<file path="config.mk">
export PLATFORM = sky130hd
export DESIGN_NAME = stopwatch_lap_timer
export DESIGN_NICKNAME = d
export VERILOG_FILES = /design/src/rtl/stopwatch_pkg.sv /design/src/rtl/bcd_decade.sv /design/src/rtl/stopwatch_lap_timer.sv
export SDC_FILE = /design/constraint.sdc
export NUM_CORES = 1
export LEC_CHECK = 0
export CAP_MARGIN = 20
export CORE_MARGIN = 2
export CORE_UTILIZATION = 35
export DETAILED_ROUTE_END_ITERATION = 7
export GPL_TIMING_DRIVEN = 0
export HOLD_SLACK_MARGIN = 0.08
export SYNTH_ARGS = -nofsm -noshare
export SYNTH_HDL_FRONTEND = slang
export SYNTH_SLANG_ARGS = --single-unit
export TNS_END_PERCENT = 50
</file>
<file path="constraint.sdc">
create_clock -name CLK -period 3.25 [get_ports CLK]
set_input_delay 0.8125 -clock CLK [delete_from_list [all_inputs] [get_ports CLK]]
set_output_delay 0.8125 -clock CLK [all_outputs]
set_load 0.01 [all_outputs]
</file>
<file path="src/rtl/stopwatch_pkg.sv">
// ---------------------------------------------------------------------------
// stopwatch_pkg
// Shared definitions for the stopwatch / countdown core:
//   - swState_e      : top-level operating state
//   - MOD_DEC/SEXT   : moduli of the BCD decades (decimal and seconds-tens)
//   - NIB_*          : nibble index of each decade inside the packed BCD word
//   - decadeModulus  : modulus of the decade sitting at a given nibble index
// ---------------------------------------------------------------------------
package stopwatch_pkg;

    typedef enum logic [1:0] {
        ST_IDLE    = 2'd0,
        ST_RUN     = 2'd1,
        ST_PAUSE   = 2'd2,
        ST_EXPIRED = 2'd3
    } swState_e;

    localparam int unsigned MOD_DEC  = 10;
    localparam int unsigned MOD_SEXT = 6;

    localparam int NIB_MS  = 0;
    localparam int NIB_CS  = 1;
    localparam int NIB_DS  = 2;
    localparam int NIB_S   = 3;
    localparam int NIB_10S = 4;
    localparam int NIB_MIN = 5;

    // Every nibble from the minutes upwards is a plain decimal decade; only the
    // tens-of-seconds digit rolls over at 6.
    function automatic int unsigned decadeModulus(input int idx);
        if (idx >= NIB_MIN) begin
            return MOD_DEC;
        end
        case (idx)
            NIB_10S:                       return MOD_SEXT;
            NIB_MS, NIB_CS, NIB_DS, NIB_S: return MOD_DEC;
            default:                       return MOD_DEC;
        endcase
    endfunction

endpackage

</file>
<file path="src/rtl/bcd_decade.sv">
// ---------------------------------------------------------------------------
// bcd_decade
// One BCD digit of the cascaded time counter.
//   clk_i, rst_ni : clock, asynchronous active-low clear
//   en_i          : count enable (carry/borrow from the lower decade)
//   down_i        : 1 = decrement, 0 = increment
//   load_i        : synchronous load of load_val_i, clamped to MODULUS-1
//   clr_i         : synchronous clear to zero (priority over load and count)
//   load_val_i    : value to load
//   digit_o       : current digit
//   carry_o       : carry (up, at MODULUS-1) or borrow (down, at 0) to the
//                   next decade; combinational so the ripple settles in one cycle
// ---------------------------------------------------------------------------
module bcd_decade
    import stopwatch_pkg::*;
#(
    parameter int unsigned MODULUS = MOD_DEC
) (
    input  logic       clk_i,
    input  logic       rst_ni,
    input  logic       en_i,
    input  logic       down_i,
    input  logic       load_i,
    input  logic       clr_i,
    input  logic [3:0] load_val_i,
    output logic [3:0] digit_o,
    output logic       carry_o
);

    localparam logic [3:0] DIGIT_MAX = 4'(MODULUS - 1);

    logic [3:0] digit_q;
    logic [3:0] digit_d;

    // Next-digit selection: clear beats load beats counting. Loaded values
    // above the decade maximum are clamped so the counter never holds an
    // illegal BCD code.
    always_comb begin
        digit_d = digit_q;
        carry_o = en_i & (down_i ? (digit_q == 4'd0) : (digit_q == DIGIT_MAX));
        if (clr_i) begin
            digit_d = 4'd0;
        end else if (load_i) begin
            digit_d = (load_val_i > DIGIT_MAX) ? DIGIT_MAX : load_val_i;
        end else if (en_i) begin
            if (down_i) begin
                digit_d = (digit_q == 4'd0) ? DIGIT_MAX : digit_q - 4'd1;
            end else begin
                digit_d = (digit_q == DIGIT_MAX) ? 4'd0 : digit_q + 4'd1;
            end
        end
    end

    // Digit register.
    always_ff @(posedge clk_i or negedge rst_ni) begin
        if (!rst_ni) begin
            digit_q <= 4'd0;
        end else begin
            digit_q <= digit_d;
        end
    end

    assign digit_o = digit_q;

endmodule

</file>
<file path="src/rtl/stopwatch_lap_timer.sv">
// ---------------------------------------------------------------------------
// stopwatch_lap_timer
// Stopwatch / countdown core counting 1 kHz ticks in cascaded BCD decades.
//   CLK, RESET_N : system clock, asynchronous active-low reset
//   TICK_1KHZ    : asynchronous 1 kHz square wave; each rising edge is one ms
//   BTN_START    : raw start/pause button (debounced, press = event)
//   BTN_LAP      : raw lap button (debounced, press = event)
//   CLEAR        : clear request level (honoured in IDLE, PAUSE, EXPIRED)
//   DOWN_MODE    : count direction, captured while IDLE
//   LOAD         : load PRELOAD into the counter (IDLE and PAUSE)
//   PRELOAD      : packed BCD preset, LSB nibble = milliseconds
//   DIGITS       : displayed time, lap snapshot when LAP_HELD
//   RUNNING      : state is RUN
//   LAP_HELD     : DIGITS shows a frozen lap snapshot
//   EXPIRED      : countdown reached zero
//   WRAP         : one-cycle pulse when the up-count rolls over to zero
// ---------------------------------------------------------------------------
module stopwatch_lap_timer
    import stopwatch_pkg::*;
#(
    parameter  int MIN_DIGITS     = 2,
    parameter  int DEBOUNCE_TICKS = 20,
    localparam int W              = 4 * (MIN_DIGITS + 5)
) (
    input  logic         CLK,
    input  logic         RESET_N,
    input  logic         TICK_1KHZ,
    input  logic         BTN_START,
    input  logic         BTN_LAP,
    input  logic         CLEAR,
    input  logic         DOWN_MODE,
    input  logic         LOAD,
    input  logic [W-1:0] PRELOAD,
    output logic [W-1:0] DIGITS,
    output logic         RUNNING,
    output logic         LAP_HELD,
    output logic         EXPIRED,
    output logic         WRAP
);

    localparam int NUM_DIGITS = MIN_DIGITS + 5;
    localparam int DB_W       = $clog2(DEBOUNCE_TICKS + 1);

    logic tickSync1_q, tickSync2_q, tickSync3_q;
    logic tickStrobe;

    logic [1:0]      btnSync1_q, btnSync2_q, btnCand_q, btnDeb_q, btnDebPrev_q;
    logic [DB_W-1:0] dbCnt_q [2];
    logic            startPress, lapPress;

    swState_e        state_q, state_d;
    logic            lapHeld_q, lapHeld_d;
    logic [W-1:0]    snapshot_q, snapshot_d;
    logic            down_q, down_d;
    logic            wrap_q, wrap_d;
    logic [W-1:0]    digits_q;

    logic              countEn, cntLoad, cntClr;
    logic [NUM_DIGITS:0] carry;
    logic [W-1:0]      count;
    logic              countIsOne;

    // Tick path: two flops to resynchronise the free-running square wave, a
    // third to find its rising edge so each ms produces one CLK-wide strobe.
    always_ff @(posedge CLK or negedge RESET_N) begin
        if (!RESET_N) begin
            tickSync1_q <= 1'b0;
            tickSync2_q <= 1'b0;
            tickSync3_q <= 1'b0;
        end else begin
            tickSync1_q <= TICK_1KHZ;
            tickSync2_q <= tickSync1_q;
            tickSync3_q <= tickSync2_q;
        end
    end

    assign tickStrobe = tickSync2_q & ~tickSync3_q;

    // Button debounce, bit 0 = START, bit 1 = LAP. A level must stay unchanged
    // across DEBOUNCE_TICKS tick strobes before it replaces the debounced
    // level; any change of the synchronised level restarts the count.
    always_ff @(posedge CLK or negedge RESET_N) begin
        if (!RESET_N) begin
            btnSync1_q   <= 2'b00;
            btnSync2_q   <= 2'b00;
            btnCand_q    <= 2'b00;
            btnDeb_q     <= 2'b00;
            btnDebPrev_q <= 2'b00;
            dbCnt_q[0]   <= '0;
            dbCnt_q[1]   <= '0;
        end else begin
            btnSync1_q   <= {BTN_LAP, BTN_START};
            btnSync2_q   <= btnSync1_q;
            btnDebPrev_q <= btnDeb_q;
            for (int i = 0; i < 2; i++) begin
                if (btnSync2_q[i] != btnCand_q[i]) begin
                    btnCand_q[i] <= btnSync2_q[i];
                    dbCnt_q[i]   <= '0;
                end else if (tickStrobe && (dbCnt_q[i] != DB_W'(DEBOUNCE_TICKS))) begin
                    dbCnt_q[i] <= dbCnt_q[i] + 1'b1;
                    if (dbCnt_q[i] == DB_W'(DEBOUNCE_TICKS - 1)) begin
                        btnDeb_q[i] <= btnCand_q[i];
                    end
                end
            end
        end
    end

    // Only the debounced press is an event; release is silent.
    assign startPress = btnDeb_q[0] & ~btnDebPrev_q[0];
    assign lapPress   = btnDeb_q[1] & ~btnDebPrev_q[1];

    // A strobe arriving together with a pause request is dropped.
    assign countEn = (state_q == ST_RUN) && tickStrobe && !startPress;

    assign carry[0] = countEn;

    for (genvar i = 0; i < NUM_DIGITS; i++) begin : g_decade
        bcd_decade #(
            .MODULUS(decadeModulus(i))
        ) u_decade (
            .clk_i      (CLK),
            .rst_ni     (RESET_N),
            .en_i       (carry[i]),
            .down_i     (down_q),
            .load_i     (cntLoad),
            .clr_i      (cntClr),
            .load_val_i (PRELOAD[4*i +: 4]),
            .digit_o    (count[4*i +: 4]),
            .carry_o    (carry[i+1])
        );
    end

    assign countIsOne = (count == W'(1));

    // Operating state machine. The ripple-out of the top decade flags either
    // an up-count rollover or a decrement from zero; in down mode a strobe at
    // a count of 0 or 1 lands on zero, so the counter is forced clear and the
    // state moves to EXPIRED on that same edge.
    always_comb begin
        state_d    = state_q;
        lapHeld_d  = lapHeld_q;
        snapshot_d = snapshot_q;
        down_d     = down_q;
        wrap_d     = 1'b0;
        cntLoad    = 1'b0;
        cntClr     = 1'b0;
        case (state_q)
            ST_IDLE: begin
                down_d = DOWN_MODE;
                if (CLEAR) begin
                    cntClr    = 1'b1;
                    lapHeld_d = 1'b0;
                end else if (LOAD) begin
                    cntLoad = 1'b1;
                end
                if (startPress) begin
                    state_d = ST_RUN;
                end
            end
            ST_RUN: begin
                if (startPress) begin
                    state_d = ST_PAUSE;
                end else begin
                    if (lapPress) begin
                        if (lapHeld_q) begin
                            lapHeld_d = 1'b0;
                        end else begin
                            lapHeld_d  = 1'b1;
                            snapshot_d = count;
                        end
                    end
                    if (countEn && down_q && (carry[NUM_DIGITS] || countIsOne)) begin
                        cntClr  = 1'b1;
                        state_d = ST_EXPIRED;
                    end else if (!down_q && carry[NUM_DIGITS]) begin
                        wrap_d = 1'b1;
                    end
                end
            end
            ST_PAUSE: begin
                if (startPress) begin
                    state_d = ST_RUN;
                end else if (CLEAR) begin
                    state_d   = ST_IDLE;
                    cntClr    = 1'b1;
                    lapHeld_d = 1'b0;
                end else begin
                    if (LOAD) begin
                        cntLoad = 1'b1;
                    end
                    if (lapPress) begin
                        lapHeld_d = 1'b0;
                    end
                end
            end
            ST_EXPIRED: begin
                if (CLEAR) begin
                    state_d   = ST_IDLE;
                    lapHeld_d = 1'b0;
                end
            end
            default: begin
                state_d = ST_IDLE;
            end
        endcase
    end

    // State, lap and display registers. DIGITS is re-registered from the
    // counter or the snapshot so the display never sees the carry ripple.
    always_ff @(posedge CLK or negedge RESET_N) begin
        if (!RESET_N) begin
            state_q    <= ST_IDLE;
            lapHeld_q  <= 1'b0;
            snapshot_q <= '0;
            down_q     <= 1'b0;
            wrap_q     <= 1'b0;
            digits_q   <= '0;
        end else begin
            state_q    <= state_d;
            lapHeld_q  <= lapHeld_d;
            snapshot_q <= snapshot_d;
            down_q     <= down_d;
            wrap_q     <= wrap_d;
            digits_q   <= lapHeld_q ? snapshot_q : count;
        end
    end

    assign DIGITS   = digits_q;
    assign RUNNING  = (state_q == ST_RUN);
    assign LAP_HELD = lapHeld_q;
    assign EXPIRED  = (state_q == ST_EXPIRED);
    assign WRAP     = wrap_q;

endmodule
</file>
==> flow_metrics.env <==
export IMPL_place_inst=961
export IMPL_crit_family="simple AND/OR/NAND/NOR gates"
export IMPL_final_cell_area_um2=7690
export IMPL_rsz0062_at_grt="false"
export IMPL_finClkSkew_ns=0.00883
export IMPL_dieWidth_um=139
export IMPL_max_freq_ghz=0.343
export IMPL_worst_slew_pin_slew_ns=0.811
export IMPL_cp_end_kind="flop"
export IMPL_ys_seq_area_share_pct=44.0
export IMPL_layout_commonest_cell="dfrtp_1"
export IMPL_async_flop_share_pct=100
export IMPL_slowest_delay_ns=0.52
export IMPL_grt_pass1_wl_um=27400
export IMPL_synth_edf_count=0
export IMPL_synth_cell_types=60
export IMPL_grt_use_total_pct=17.9
export IMPL_clockBufferDepth=2
export IMPL_setup_viol=0
export IMPL_wirelength_um=17000
export IMPL_overflow=0
export IMPL_die_h_um=139
export IMPL_slew_headroom_pct=45.9
export IMPL_antenna_found_initial=0
export IMPL_placed_area_um2=7350
export IMPL_viasPerCell=5.45
export IMPL_num_antenna_cells=0
export IMPL_cp_required_ns=3.45
export IMPL_grt_pass1_vias=5130
export IMPL_utilization_pct=43.0
export IMPL_cts_tree="yes"
export IMPL_final_hold_violation_count=0
export IMPL_core_um2=17900
export IMPL_syn_to_final_growth_pct=20.9
export IMPL_ys_ff_latch=112
export IMPL_ir_drop_mv=0.267
export IMPL_clk_pin_slew_ns=0.07
export IMPL_layout_common_cells="112 x dfrtp_1, 66 x clkdlybuf4s50_1, 57 x nor2_1"
export IMPL_finalNetCount=808
export IMPL_rows=49
export IMPL_instances_no_fill=978
export IMPL_fin_crit_sh_pct=89.8
export IMPL_power_internal_mw=2.35
export IMPL_drt_iter0_markers=477
export IMPL_cts_buffers=9
export IMPL_syn_avg_cell_area_um2=9.60
export IMPL_syn_inst=663
export IMPL_drive_gt1_share_pct=10.4
export IMPL_slew_violations=0
export IMPL_max_cap_violations=0
export IMPL_clockRootBuffer="clkbuf_16"
export IMPL_place_gp_congestion=0.916
export IMPL_drc=0
export IMPL_cp_arrival_ns=3.11
export IMPL_drtPass1Iterations=5
export IMPL_dieArea_um2=19300
export IMPL_power_switching_mw=0.849
export IMPL_p_clk_share_pct=38.2
export IMPL_status="completed"
export IMPL_pin_count=68
export IMPL_clock_sinks=112
export IMPL_ctsHoldBuffers=0
export IMPL_start_util_pct=35.5
export IMPL_yosys_warnings=0
export IMPL_syn_area_um2=6360
export IMPL_fin_crit_ns=2.92
export IMPL_syn_nets=727
export IMPL_hp_class="input pin to asynchronous set/reset pin"
export IMPL_grt_max_degree=88
export IMPL_pwr_density_cell_nw_per_um2=416
export IMPL_portBuffers=67
export IMPL_worst_path_buf_inv=2
export IMPL_seqPwrFrac_pct=46.2
export IMPL_num_vias=5329
export IMPL_slowest_stage="nor3b_1"
export IMPL_ys_flop_type="dfrtp_1"
export IMPL_htreeDepth=3
export IMPL_p_leak_nw=3.21
export IMPL_final_antenna_net_count=0
export IMPL_critPathMaxFanout=10
export IMPL_clock_latency_ns=0.36
export IMPL_wl_per_cell_um=17.3
export IMPL_crit_type="flop to flop"
export IMPL_post_dp_hpwl_um=12000
export IMPL_swShare_pct=26.6
export IMPL_p_comb_share_pct=15.6
export IMPL_crit_path_start_kind="flop"
export IMPL_total_power_mw=3.20
export IMPL_finalSetupTns_ns=0
export IMPL_crit_chain="inv_1 > ha_1 > nor3b_1 > nand4b_1 > or4_1 > o41a_1 > a21oi_4 > buf_6 > a211oi_1"
[flip-flops by register name, indices dropped and copies added, names as in the netlist]
signal / flops
DIGITS: 28
LAP_HELD: 1
WRAP: 1
btnCand_q: 2
btnDebPrev_q: 2
btnDeb_q: 2
btnSync1_q: 2
btnSync2_q: 2
dbCnt_q: 10
down_q: 1
g_decade.u_decade.digit_o: 28
snapshot_q: 28
state_q: 2
tickSync1_q: 1
tickSync2_q: 1
tickSync3_q: 1
[power by group through the flow]
stage	Combinational [mW]	Sequential (mW)	Clock (mW)
detailed placement	0.494	1.50	0
global placement	0.488	1.50	0
finish	0.499	1.48	1.22
floorplan	0.274	1.51	0
global route	0.551	1.49	1.31
CTS	0.497	1.48	1.25
[cell usage after synthesis (7+ instances only)]
master	count	area share, %
dfrtp_1	112	44
nor2_1	57	3.4
nand2_1	56	3.3
a21oi_1	44	3.5
o21ai_0	44	3.5
mux2_2	43	7.6
clkbuf_1	34	2.0
inv_1	32	1.9
ha_1	28	5.5
nor3_1	25	2.0
a211oi_1	21	2.5
nand3_1	14	1.1
nor3b_1	11	1.3
nand2b_1	10	0.98
nand3b_1	10	1.2
xor2_1	10	1.4
a31oi_1	7	0.69
nand4_1	7	0.69
[per-stage QoR]
step | hold WS [ns] | worst slack [ns]
detailed placement | 0.336 | 0.0770
CTS | 0.313 | 0.0564
finish | 0.308 | 0.333
floorplan | 0.331 | 0.690
global route | 0.329 | 0.173
global placement | 0.332 | -3.17
[layer usage]
metal  track usage, %  vias up  part of all wire (%)
met1             24.8     2565                    45
met2             27.8      188                    45
met4             7.18        0                   2.9
met3             3.38       35                   6.3
met5                0        -                     0
li1                 -     2541                     -
[cells by family after synthesis]
logic type / Yosys count / share of synthesized area (%)
buf+inv: 75 / 4.78
xor+xnor: 14 / 1.93
mux: 53 / 9.97
simple gates: 223 / 17.8
fa+ha+maj: 28 / 5.51
flops: 112 / 44.0
compound gates: 158 / 16.0
[repair_timing]
action	4_1_cts	5_1_grt
gates resized for setup	0	2
endpoints found under the hold margin	0	0
setup endpoints to repair	0	20
buffers inserted	0	1
[path summary, 6_finish.rpt]
| check | start | to | slack (ns) | cells past startpoint |
|---|---|---|---|---|
| max | g_decade[3].u_decade.digit_o[0] | g_decade[0].u_decade.digit_o[0] | 0.33 | 9 |
| min reg2reg | tickSync1_q | tickSync2_q | 0.35 | 0 |
| min in group CLK | tickSync1_q | tickSync2_q | 0.35 | 0 |
| max in group asynchronous | RESET_N | g_decade[0].u_decade.digit_o[1] | 2.24 | 2 |
| min | RESET_N | snapshot_q[12] | 0.31 | 1 |
| max reg2reg | g_decade[3].u_decade.digit_o[0] | g_decade[0].u_decade.digit_o[0] | 0.33 | 9 |
[area by class of cell]
class	count	area (um2)
clock inverters	5	78.8
well taps	229	287
clock buffers	11	243
flip-flops and latches	112	2800
inverters	32	120
plain buffers	43	184
fillers	1749	10200
multi-input cells	476	3270
repair buffers	70	712
Note: power is estimated with default switching activity, not from simulation.
